$ cat src/rtl/priority_arbiter.sv
// -----------------------------------------------------------------------------
// priority_arbiter
// Four-requester arbiter with fixed-priority or round-robin selection and an
// optional per-tenure hold limit. A grant, once issued, is kept until the owner
// drops its request or the hold limit expires. Every tenure is followed by a
// single RELEASE cycle that re-arbitrates.
//
// Parameters
//   HOLD_MAX : maximum consecutive grant cycles per tenure (0 = no limit)
//   CNT_W    : hold counter width, 2**CNT_W must exceed HOLD_MAX
// Ports
//   clk      : clock, rising edge
//   rst_n    : asynchronous active-low reset
//   req      : request vector, one bit per requester (3..0)
//   mode     : 0 = fixed priority (highest index wins), 1 = round-robin
//   gnt      : registered one-hot grant
//   gnt_id   : registered binary index of the granted requester
//   busy     : high while a grant is held
//   timeout  : one-cycle pulse in the RELEASE cycle entered by hold expiry
// -----------------------------------------------------------------------------
module priority_arbiter #(
    parameter int HOLD_MAX = 8,
    parameter int CNT_W    = 4
) (
    input  logic       clk,
    input  logic       rst_n,
    input  logic [3:0] req,
    input  logic       mode,
    output logic [3:0] gnt,
    output logic [1:0] gnt_id,
    output logic       busy,
    output logic       timeout
);

    typedef enum logic [1:0] {
        IDLE    = 2'd0,
        GRANT   = 2'd1,
        RELEASE = 2'd2
    } state_e;

    localparam logic [CNT_W-1:0] HOLD_MAX_C = CNT_W'(HOLD_MAX);
    localparam logic [CNT_W-1:0] CNT_ONE    = CNT_W'(1);

    state_e           state_q, state_d;
    logic [3:0]       gnt_q, gnt_d;
    logic [1:0]       gnt_id_q, gnt_id_d;
    logic             busy_q, busy_d;
    logic             timeout_q, timeout_d;
    logic [CNT_W-1:0] hold_cnt_q, hold_cnt_d;
    logic [1:0]       ptr_q, ptr_d;

    logic [1:0]       win_id;
    logic             win_valid;
    logic             expired;

    // Winner selection from the live request vector; only consumed in the
    // arbitration states, so mode has no effect while a grant is held.
    always_comb begin
        win_valid = |req;
        win_id    = '0;
        if (mode) begin
            // Walk from the farthest candidate back to ptr so the candidate
            // closest to ptr is assigned last and therefore wins.
            for (int k = 3; k >= 0; k--) begin
                if (req[ptr_q + 2'(k)]) begin
                    win_id = ptr_q + 2'(k);
                end
            end
        end else begin
            for (int i = 0; i < 4; i++) begin
                if (req[i]) begin
                    win_id = 2'(i);
                end
            end
        end
    end

    assign expired = (HOLD_MAX != 0) && (hold_cnt_q == HOLD_MAX_C);

    always_comb begin
        // NOTE: every signal driven here gets a default first; a path that
        // leaves one unassigned would infer a latch.
        state_d    = state_q;
        gnt_d      = '0;
        gnt_id_d   = '0;
        busy_d     = 1'b0;
        timeout_d  = 1'b0;
        hold_cnt_d = hold_cnt_q;
        ptr_d      = ptr_q;

        unique case (state_q)
            IDLE, RELEASE: begin
                if (win_valid) begin
                    state_d    = GRANT;
                    gnt_id_d   = win_id;
                    gnt_d      = 4'b0001 << win_id;
                    busy_d     = 1'b1;
                    hold_cnt_d = CNT_ONE;
                    ptr_d      = win_id + 2'd1;
                end else begin
                    state_d    = IDLE;
                    hold_cnt_d = '0;
                end
            end
            GRANT: begin
                if (!req[gnt_id_q] || expired) begin
                    // Expiry wins the timeout flag even if the request
                    // dropped in the same cycle.
                    state_d    = RELEASE;
                    timeout_d  = expired;
                    hold_cnt_d = '0;
                end else begin
                    gnt_d    = gnt_q;
                    gnt_id_d = gnt_id_q;
                    busy_d   = 1'b1;
                    if (hold_cnt_q != '1) begin
                        hold_cnt_d = hold_cnt_q + CNT_ONE;
                    end
                end
            end
            default: begin
                state_d = IDLE;
            end
        endcase
    end

    // NOTE: state registers use non-blocking assignments so every flop
    // samples the pre-edge value of its inputs; all of them are reset here
    // because reset must force a clean IDLE with ptr back at 0.
    always_ff @(posedge clk or negedge rst_n) begin
        if (!rst_n) begin
            state_q    <= IDLE;
            gnt_q      <= '0;
            gnt_id_q   <= '0;
            busy_q     <= 1'b0;
            timeout_q  <= 1'b0;
            hold_cnt_q <= '0;
            ptr_q      <= '0;
        end else begin
            state_q    <= state_d;
            gnt_q      <= gnt_d;
            gnt_id_q   <= gnt_id_d;
            busy_q     <= busy_d;
            timeout_q  <= timeout_d;
            hold_cnt_q <= hold_cnt_d;
            ptr_q      <= ptr_d;
        end
    end

    assign gnt     = gnt_q;
    assign gnt_id  = gnt_id_q;
    assign busy    = busy_q;
    assign timeout = timeout_q;

endmodule

$ cat config.mk
export PLATFORM = sky130hd
export DESIGN_NAME = priority_arbiter
export DESIGN_NICKNAME = d
export VERILOG_FILES = /design/src/rtl/priority_arbiter.sv
export SDC_FILE = /design/constraint.sdc
export NUM_CORES = 1
export LEC_CHECK = 0
export ABC_AREA = 1
export BUFFER_PORTS_ARGS = -buffer_cell sky130_fd_sc_hd__buf_2
export CAP_MARGIN = 20
export CORE_UTILIZATION = 49
export CTS_CLUSTER_SIZE = 8
export DETAILED_ROUTE_END_ITERATION = 16
export PLACE_DENSITY = 0.73
export SYNTH_ARGS = -nofsm -noshare
export SYNTH_HDL_FRONTEND = slang
export SYNTH_SLANG_ARGS = --single-unit
$ cat constraint.sdc
create_clock -name clk -period 1.1 [get_ports clk]
set_input_delay 0.055 -clock clk [delete_from_list [all_inputs] [get_ports clk]]
set_output_delay 0.055 -clock clk [all_outputs]
set_load 0.05 [all_outputs]
# After elaboration in Yosys (flattened, before gate mapping)
# Cells that the tools add are included.
dict set report totals {
  reg_bits 16
  elab_cells 68
  output_inout_bits 8
  input_bits 7
}
dict set report op_classes {
  reduce_logical 8
  muxes 36
  eq_ne 6
  shifts 1
  order_cmp 5
  add_sub_neg 5
}
# operator n
set ops {}
lappend ops {{$mux W2} 10}
lappend ops {{$mux W4} 4}
lappend ops {{$pmux W4 S2} 2}
lappend ops {{$lt A2 B3 Y1 const B} 5}
lappend ops {{$mux W1} 12}
lappend ops {{$bmux W1 S2} 5}
lappend ops {{$pmux W2 S2} 2}
lappend ops {{$add A2 B1 Y2 const B} 2}
lappend ops {{$add A2 B2 Y2 const B} 2}
lappend ops {{$add A4 B1 Y4 const B} 1}
lappend ops {{$eq A4 B4 Y1 const B} 1}
lappend ops {{$ne A4 B4 Y1 const B} 1}
lappend ops {{$reduce_and A2 Y1} 2}
lappend ops {{$reduce_or A4 Y1} 1}
lappend ops {{$shl A1 B2 Y4 const A} 1}
lappend ops {{$ne A3 B3 Y1 const B} 1}
lappend ops {{$eq A2 B1 Y1 const B} 1}
lappend ops {{$eq A2 B2 Y1 const B} 1}
lappend ops {{$logic_not A2 Y1} 1}
lappend ops {{$ne A2 B2 Y1 const B} 1}
lappend ops {{$pmux W1 S2} 1}
lappend ops {{$reduce_bool A2 Y1} 1}
lappend ops {{$reduce_or A2 Y1} 1}
lappend ops {{$logic_not A1 Y1} 1}
lappend ops {{$logic_or A1 B1 Y1} 1}

# Depth between registers and ports, before layout
# Gate-level depths: netlist of run 1.
dict set report depth {
  ltp_word 11
  ltp_mapped 9
  mapped_depth_nobuf 9
}

# Worst setup path after synthesis of run 1
# Ideal clock, no wire load.
dict set report synth_path {
  kind {register to register}
  start {register gnt_id_q[0] (netlist: gnt_id[0])}
  end {register hold_cnt_q[1]}
  setup_slack_ps -406
  path_buffers 0
  setup_ps 117
  path_stages_with_launch 10
  synth_period_minus_slack_ps 1506
  t_required_ps 983
  arrival_ps 1389
  cell_sequence {dfrtp_1 inv_1 nand2_1 nand3_2 nand2_4 nand3_2 nand2_2 nand2_4 nand2_1 o21ai_2}
}
dict set report synth_via {
  elab_chain_len 6
  elab_cells_between_ends 8
  classes_between {eq/ne: 1; mux: 4; reduce/logical: 3}
}
# item line
set synth_rtl {}
lappend synth_rtl {{start: declaration} 46} ;# logic [1:0] gnt_id_q, gnt_id_d;
lappend synth_rtl {{start signal: assignment} 142} ;# gnt_id_q <= gnt_id_d;
lappend synth_rtl {{$bmux W1 S2 *} 106} ;# if (!req[gnt_id_q] || expired) begin
lappend synth_rtl {{$mux W1 (implied by the code) *} 106}
lappend synth_rtl {{$logic_not A1 Y1 *} 106}
lappend synth_rtl {{$logic_or A1 B1 Y1 *} 106}
lappend synth_rtl {{$mux W4 / $ne A3 B3 Y1 (equally long branches)} --}
lappend synth_rtl {{$pmux W4 S2 / $reduce_and A2 Y1 (equally long branches)} --}
lappend synth_rtl {{end signal: assignment} 145} ;# hold_cnt_q <= hold_cnt_d;
lappend synth_rtl {{end: declaration} 49} ;# logic [CNT_W-1:0] hold_cnt_q, hold_cnt_d;
# Every way passes the cells marked *; elsewhere a longest branch is shown, timed or not. The select of a mux whose other input is x is not followed.
# A chain may end at the register's enable or synchronous reset.

# Final worst setup path of run 1
dict set report layout_path {
  start {register hold_cnt_q[0]}
  end {register hold_cnt_q[3]}
}
dict set report layout_via {
  elab_chain_len 4
  elab_cells_between_ends 9
  classes_between {add/sub: 1; eq/ne: 3; mux: 3; reduce/logical: 2}
}
# item line
set layout_rtl {}
lappend layout_rtl {{$add A4 B1 Y4 / $eq A4 B4 Y1 (equally long branches)} {117, 78}}
lappend layout_rtl {{$mux W4 / $logic_or A1 B1 Y1 (equally long branches)} {116, 106}}
lappend layout_rtl {{$mux W4 / $ne A3 B3 Y1 (equally long branches)} --}
lappend layout_rtl {{$pmux W4 S2 / $reduce_and A2 Y1 (equally long branches)} --}
# Several ways; a longest one is shown, not always the timed one. The select of a mux whose other input is x is not followed.

==> results of run 1 <==
sequential cells by signal (all words and copies together) (netlist names):
signal	flops
state_q	2
hold_cnt_q	4
gnt	4
gnt_id	2
timeout	1
ptr_q	2
busy	1
area by class of cell:
| cell class | count | share of cell area |
|---|---|---|
| timing repair buffer | 29 | 0.140 |
| tap | 25 | 0.0236 |
| inverter | 23 | 0.0670 |
| sequential | 16 | 0.305 |
| multi-input combinational | 80 | 0.437 |
| clock buffer | 4 | 0.0274 |
cells in the final DEF (no fill, tap or decap), drive strengths merged:
master,instances
o21ai,9
dlygate4sd3,1
nor3,2
inv,23
dfrtp,16
nand4,1
ha,2
o22ai,1
clkbuf,4
nand2,39
a21oi,3
nor2,6
buf,28
nand3,16
xor2,1
layer usage:
metal,vias to the layer above,wire [um]
li1,441,-
met1,439,1060
met2,55,1210
met3,11,148
met4,0,79
met5,-,0
worst max-delay path: cells and delay by family, from the launching register on:
family	cells	cell delay [ns]
buffers and inverters	1	0.13
DFF	1	0.43
AOI/OAI and AO/OA	1	0.06
and+or+nand+nor	5	0.43
adders and majority gates	1	0.16
cell families (layout without fill, tap and decap cells):
| family | Yosys count | count (layout) | share of synthesized area |
|---|---|---|---|
| simple gates | 64 | 64 | 0.364 |
| buf+inv | 23 | 56 | 0.0919 |
| flops | 16 | 16 | 0.426 |
| compound gates | 13 | 13 | 0.0826 |
| fa+ha+maj | 2 | 2 | 0.0266 |
| xor+xnor | 1 | 1 | 0.00932 |
worst max-delay path by stage:
stage	to	slack [ns]	from	cells after the start
after floorplan	hold_cnt_q[1]	-0.19	gnt_id[0]	9
after global placement	gnt[3]	-0.15	hold_cnt_q[1]	7
after detailed placement	hold_cnt_q[3]	-0.18	hold_cnt_q[0]	8
after CTS	hold_cnt_q[3]	-0.17	hold_cnt_q[0]	8
after global routing	hold_cnt_q[1]	-0.21	hold_cnt_q[0]	8
final	hold_cnt_q[3]	-0.17	hold_cnt_q[0]	8
power by group through the flow:
stage	clock [mW]	combinational [mW]	sequential [mW]
after CTS	0.402	2.00	0.969
after detailed placement	0	1.71	0.976
after global routing	0.430	2.36	1.01
after floorplan	0	0.861	1.34
after global placement	0	1.69	0.964
final	0.401	2.22	0.992
through the flow:
step / hold slack (ns) / setup slack, ns / area [sq um] / instances / utilization
2_1_floorplan: -0.241 / -0.189 / 947 / 119 / -
5_1_grt: 0.149 / -0.209 / 1330 / 177 / 0.751
6_report: 0.163 / -0.171 / 1330 / 177 / 0.751
4_1_cts: 0.105 / -0.173 / 1270 / 175 / 0.721
3_5_place_dp: -0.0134 / -0.184 / 1120 / 167 / 0.633
3_3_place_gp: -0.0175 / -0.149 / 1120 / 167 / 0.633
what timing repair did:
item | 4_1_cts | 5_1_grt
setup endpoints to repair | 15 | 15
resized for setup | 25 | 12
hold buffers | 1 | 0
pin swaps | 13 | 9
endpoints found under the hold margin | 16 | 0
setup buffers | 3 | 2
==> flow_summary.json, run 1 <==
{
  "drv_slew": 0,
  "multi_input_area_sq_um": 579,
  "synth_edf_count": 0,
  "period_share": 1.16,
  "cts_tree": "yes",
  "grtUsageTotal": 0.272,
  "cts_buffer_depth": 2,
  "crit_slowest_cell": "dfrtp_1",
  "globalRouteMet3Util": 0.0516,
  "ys_seq_elements": 16,
  "synth_top_area_share": 0.426,
  "status": "finished, violations left",
  "p_switching_mw": 1.83,
  "ant_nets": 0,
  "critPathCaptureType": "register",
  "pwr-share-comb": 0.614,
  "root_buffer": "clkbuf_4",
  "fin_crit_ns": 1.27,
  "drtIter0Drc": 36,
  "p_leak_nw": 0.687,
  "portBuffers": 14,
  "viasPerCell": 5.34,
  "gp_congestion": 0.804,
  "register_area_sq_um": 404,
  "fp-row-count": 15,
  "clock_sinks": 16,
  "finalWorstSetupSlack_ns": -0.171,
  "syn-instance-count": 119,
  "grt_pass1_wl_um": 3920,
  "p_int_mw": 1.78,
  "hold_path_end": "gnt[1]",
  "yosysSeqAreaShare": 0.426,
  "gr-max-usage-layer": "met2",
  "hp-start": "mode",
  "arrival_ns": 1.49,
  "vias": 946,
  "clk_pin_slew_ns": 0.10,
  "n_antenna_cell": 0,
  "grt_setup_unrepaired": "true",
  "synth_top_area_cell": "dfrtp_1",
  "synth.area.top_cells": "dfrtp_1, nand2_1, inv_1",
  "coreArea_sq_mm": 0.00176,
  "tightest_slew_ns": 0.427,
  "hold_viol_final": 0,
  "dieArea_sq_mm": 0.00210,
  "netlist_area_sq_um": 940,
  "failed_checks": "setup timing",
  "drtPass1Iterations": 4,
  "nNetsFinal": 162,
  "drc_errors": 0,
  "setup_viol": 15,
  "ys.flop_type": "dfrtp_1",
  "routed_wl_um": 2500,
  "cp_max_fo": 6,
  "gr-total-overflow": 0,
  "switching_share": 0.506,
  "totalPowerFinal_mw": 3.61,
  "r2r_cells": 8,
  "cp-start-kind": "register",
  "fin_setup_tns_ns": -1.73,
  "cts_max_level": 1,
  "hpwl_um": 1480,
  "drv_cap": 0,
  "wire_per_inst_um": 14.1,
  "antenna_found_initial": 0,
  "rrSetupSlack_ns": -0.17,
  "die_h_um": 45.8,
  "n_fill_cell": 133,
  "layout-drive-gt1-share": 0.572,
  "grtUsageMet2": 0.426,
  "crit_chain": "inv_1, ha_4, nand3_4, nand3_2, nand2_2, nand2_4, nand2_2, o21ai_2",
  "area_delta_synth_final_pct": 41.0,
  "ys_warn_count": 0,
  "yosysUniqueCellTypes": 21,
  "min-delay-path-class": "in2reg",
  "io_pins": 15,
  "netlist_top_cells_count": "nand2_1, inv_1, dfrtp_1",
  "reg2reg_from": "hold_cnt_q[0]",
  "die_x_um": 45.8,
  "required_ns": 1.32,
  "critPathMostFrequentCell": "nand2_2",
  "critical_path_class": "reg2reg",
  "clock_skew_ns": 0.00282,
  "p_seq_frac": 0.275,
  "initial_core_util": 0.533,
  "slew_headroom": 0.712,
  "whs_path_depth": 4,
  "grtUsageMet1": 0.379,
  "ir_drop_v": 0.00181,
  "max_stage_delay_ns": 0.43,
  "power_density_mw_per_mm2": 2730,
  "cts_made_buffers": 3,
  "max_freq_ghz": 0.787,
  "clkLatencyLatePin_ns": 0.29,
  "reg2reg_to": "hold_cnt_q[3]",
  "async_reset_ff_frac": 1.00,
  "grt_pass1_vias": 879,
  "postSynthAreaPerCell_sq_um": 7.90,
  "grt_max_degree": 17,
  "p_clk_frac": 0.111,
  "yosysMostFrequentCell": "nand2_1",
  "syn_nets": 128
}
(Power assumes the default switching activity.)
==> inputs of run 2 (changes only) <==
--- a/config.mk
+++ b/config.mk
@@ -5,13 +5,12 @@
 export SDC_FILE = /design/constraint.sdc
 export NUM_CORES = 1
 export LEC_CHECK = 0
-export ABC_AREA = 1
 export BUFFER_PORTS_ARGS = -buffer_cell sky130_fd_sc_hd__buf_2
 export CAP_MARGIN = 20
-export CORE_UTILIZATION = 49
+export CORE_UTILIZATION = 47
 export CTS_CLUSTER_SIZE = 8
 export DETAILED_ROUTE_END_ITERATION = 16
-export PLACE_DENSITY = 0.73
+export PLACE_DENSITY = 0.72
 export SYNTH_ARGS = -nofsm -noshare
 export SYNTH_HDL_FRONTEND = slang
 export SYNTH_SLANG_ARGS = --single-unit
==> run 2 against run 1 <==
Against the previous run: the flow still finishes with violations (setup timing); synthesized area decreased by 16%; power grew 5.7%; maximum frequency down 23%; global-route usage down 2.8 points; critical path depth down 3; register-to-register slack worse by 0.39 ns.
==> flow_summary.json, run 2 <==
{
  "status": "finished, violations left",
  "failed_checks": "setup timing",
  "cts_tree": "yes",
  "netlist_area_sq_um": 793,
  "netlist_top_cells_count": "dfrtp_1, nand2_1, nor2_1",
  "crit_slowest_cell": "mux4_2",
  "setup_viol": 15,
  "yosysUniqueCellTypes": 31,
  "holdWs_ns": 0.146,
  "max_freq_ghz": 0.602,
  "synth_top_area_cell": "dfrtp_1",
  "initial_core_util": 0.515,
  "die_x_um": 43.1,
  "r2r_cells": 5,
  "ys_seq_elements": 16,
  "hpwl_um": 1360,
  "drc_errors": 0,
  "fin_util": 0.823,
  "wire_per_inst_um": 15.9,
  "hp-start": "mode",
  "grt_pass1_wl_um": 3320,
  "ir_drop_v": 0.00194,
  "async_reset_ff_frac": 1.00,
  "synth_top_area_share": 0.505,
  "coreArea_sq_mm": 0.00154,
  "arrival_ns": 1.86,
  "drtIter0Drc": 15,
  "drv_cap": 0,
  "viasPerCell": 5.64,
  "postSynthAreaPerCell_sq_um": 10.3,
  "finalWorstSetupSlack_ns": -0.561,
  "layout-drive-gt1-share": 0.520,
  "totalPowerFinal_mw": 3.82,
  "antenna_found_initial": 0,
  "n_antenna_cell": 0,
  "clkLatencyLatePin_ns": 0.30,
  "cp_max_fo": 5,
  "placedCellCount": 130,
  "ant_nets": 0,
  "slew_headroom": 0.637,
  "fin_crit_ns": 1.66,
  "p_leak_nw": 0.641,
  "syn-instance-count": 77,
  "io_pins": 15,
  "dp_slack_ns": -0.527,
  "synth_edf_count": 0,
  "power_density_mw_per_mm2": 3010,
  "gp_congestion": 0.796,
  "drv_slew": 0,
  "grt_setup_unrepaired": "true",
  "fin_setup_tns_ns": -6.63,
  "root_buffer": "clkbuf_4",
  "reg2reg_from": "gnt_id[1]",
  "dieArea_sq_mm": 0.00186,
  "critPathCaptureType": "register",
  "clock_sinks": 16,
  "area_delta_synth_final_pct": 59.9,
  "max_stage_delay_ns": 0.56,
  "yosysSeqAreaShare": 0.505,
  "ys_warn_count": 0,
  "whs_path_depth": 4,
  "critical_path_class": "reg2reg",
  "finish.instance_area_sq_mm": 0.00127,
  "clock_skew_ns": 0.00580,
  "layout_commonest_cell": "buf_4",
  "clk_pin_slew_ns": 0.09,
  "cts_made_buffers": 3,
  "cts_buffer_depth": 2,
  "crit_chain": "mux4_2, a41oi_4, nor2b_4, a21o_1, a22o_1",
  "ys.flop_type": "dfrtp_1",
  "synth.area.top_cells": "dfrtp_1, nand2_1, a21oi_1",
  "tightest_slew_ns": 0.542,
  "die_h_um": 43.1,
  "grt_pass1_vias": 756,
  "grtUsageTotal": 0.244,
  "required_ns": 1.30,
  "layout_common_cells": "buf_4, dfrtp_1, buf_2, nand2_1, nor2_1",
  "yosysMostFrequentCell": "dfrtp_1",
  "nNetsFinal": 137,
  "fin_cells": 143,
  "fp-row-count": 14,
  "rrSetupSlack_ns": -0.56,
  "period_share": 1.51,
  "drtPass1Iterations": 4,
  "cts_max_level": 1,
  "hold_viol_final": 0,
  "dpl_cell_area_sq_mm": 0.00107,
  "gr-total-overflow": 0,
  "reg2reg_to": "hold_cnt_q[3]",
  "routed_wl_um": 2270,
  "hold_path_end": "gnt_id[0]",
  "grt_max_degree": 17,
  "min-delay-path-class": "in2reg",
  "cp-start-kind": "register",
  "syn_nets": 86,
  "portBuffers": 14,
  "vias": 806
}
-- run 2: cell count changes after synthesis, moves of 6 or more --
cell     delta
inv_1      -14
nand2_1    -23
nand3_1    -10
inv_2       -6
-- run 2: timing repair --
| item | CTS | global route |
|---|---|---|
| pin swaps | 5 | 3 |
| hold endpoints to repair | 16 | 0 |
| hold buffers | 1 | 0 |
| setup endpoints to repair | 17 | 17 |
| gates resized for setup | 13 | 12 |
| buffers inserted | 6 | 4 |
-- run 2: kinds of logic after synthesis --
logic type / count (synthesis) / synth area share
adder cells (fa/ha/maj): 2 / 0.0315
XOR/XNOR: 1 / 0.0110
flip-flops: 16 / 0.505
multiplexers: 2 / 0.0410
buffers and inverters: 4 / 0.0205
AO/OA/AOI/OAI: 23 / 0.208
AND/OR/NAND/NOR: 29 / 0.183
-- run 2: routing by layer --
metal	vias to the layer above	GRT usage	part of all wire
li1	383	-	-
met1	394	0.298	0.40
met2	25	0.412	0.54
met3	4	0.0638	0.043
met4	0	0.0848	0.015
met5	-	0	0
-- run 2: how the worst max path moves through the flow --
stage	to	slack, ns	from
2_1_floorplan	hold_cnt_q[3]	-0.66	gnt_id[1]
3_3_place_gp	hold_cnt_q[2]	-0.48	gnt_id[1]
3_5_place_dp	hold_cnt_q[3]	-0.53	gnt_id[1]
4_1_cts	hold_cnt_q[3]	-0.53	gnt_id[1]
5_1_grt	hold_cnt_q[3]	-0.60	gnt_id[1]
6_report	hold_cnt_q[3]	-0.56	gnt_id[1]
-- run 2: power by group --
group	internal (mW)	switching [mW]
Clock	0.202	0.194
Combinational	1.19	1.25
Sequential	0.815	0.166
-- run 2: critical path: cells and delay by family, from the launching register on --
kind | cells | cell delay, ns
muxes | 1 | 0.56
AOI/OAI and AO/OA | 3 | 0.53
DFF | 1 | 0.38
and+or+nand+nor | 1 | 0.08
-- run 2: area by class of cell --
| type | count | area [sq um] |
|---|---|---|
| clock buffer | 4 | 36.3 |
| tap | 16 | 20.0 |
| multi-input combinational | 57 | 448 |
| sequential | 16 | 402 |
| fill | 100 | 273 |
| timing repair buffer | 47 | 352 |
| inverter | 3 | 11.3 |
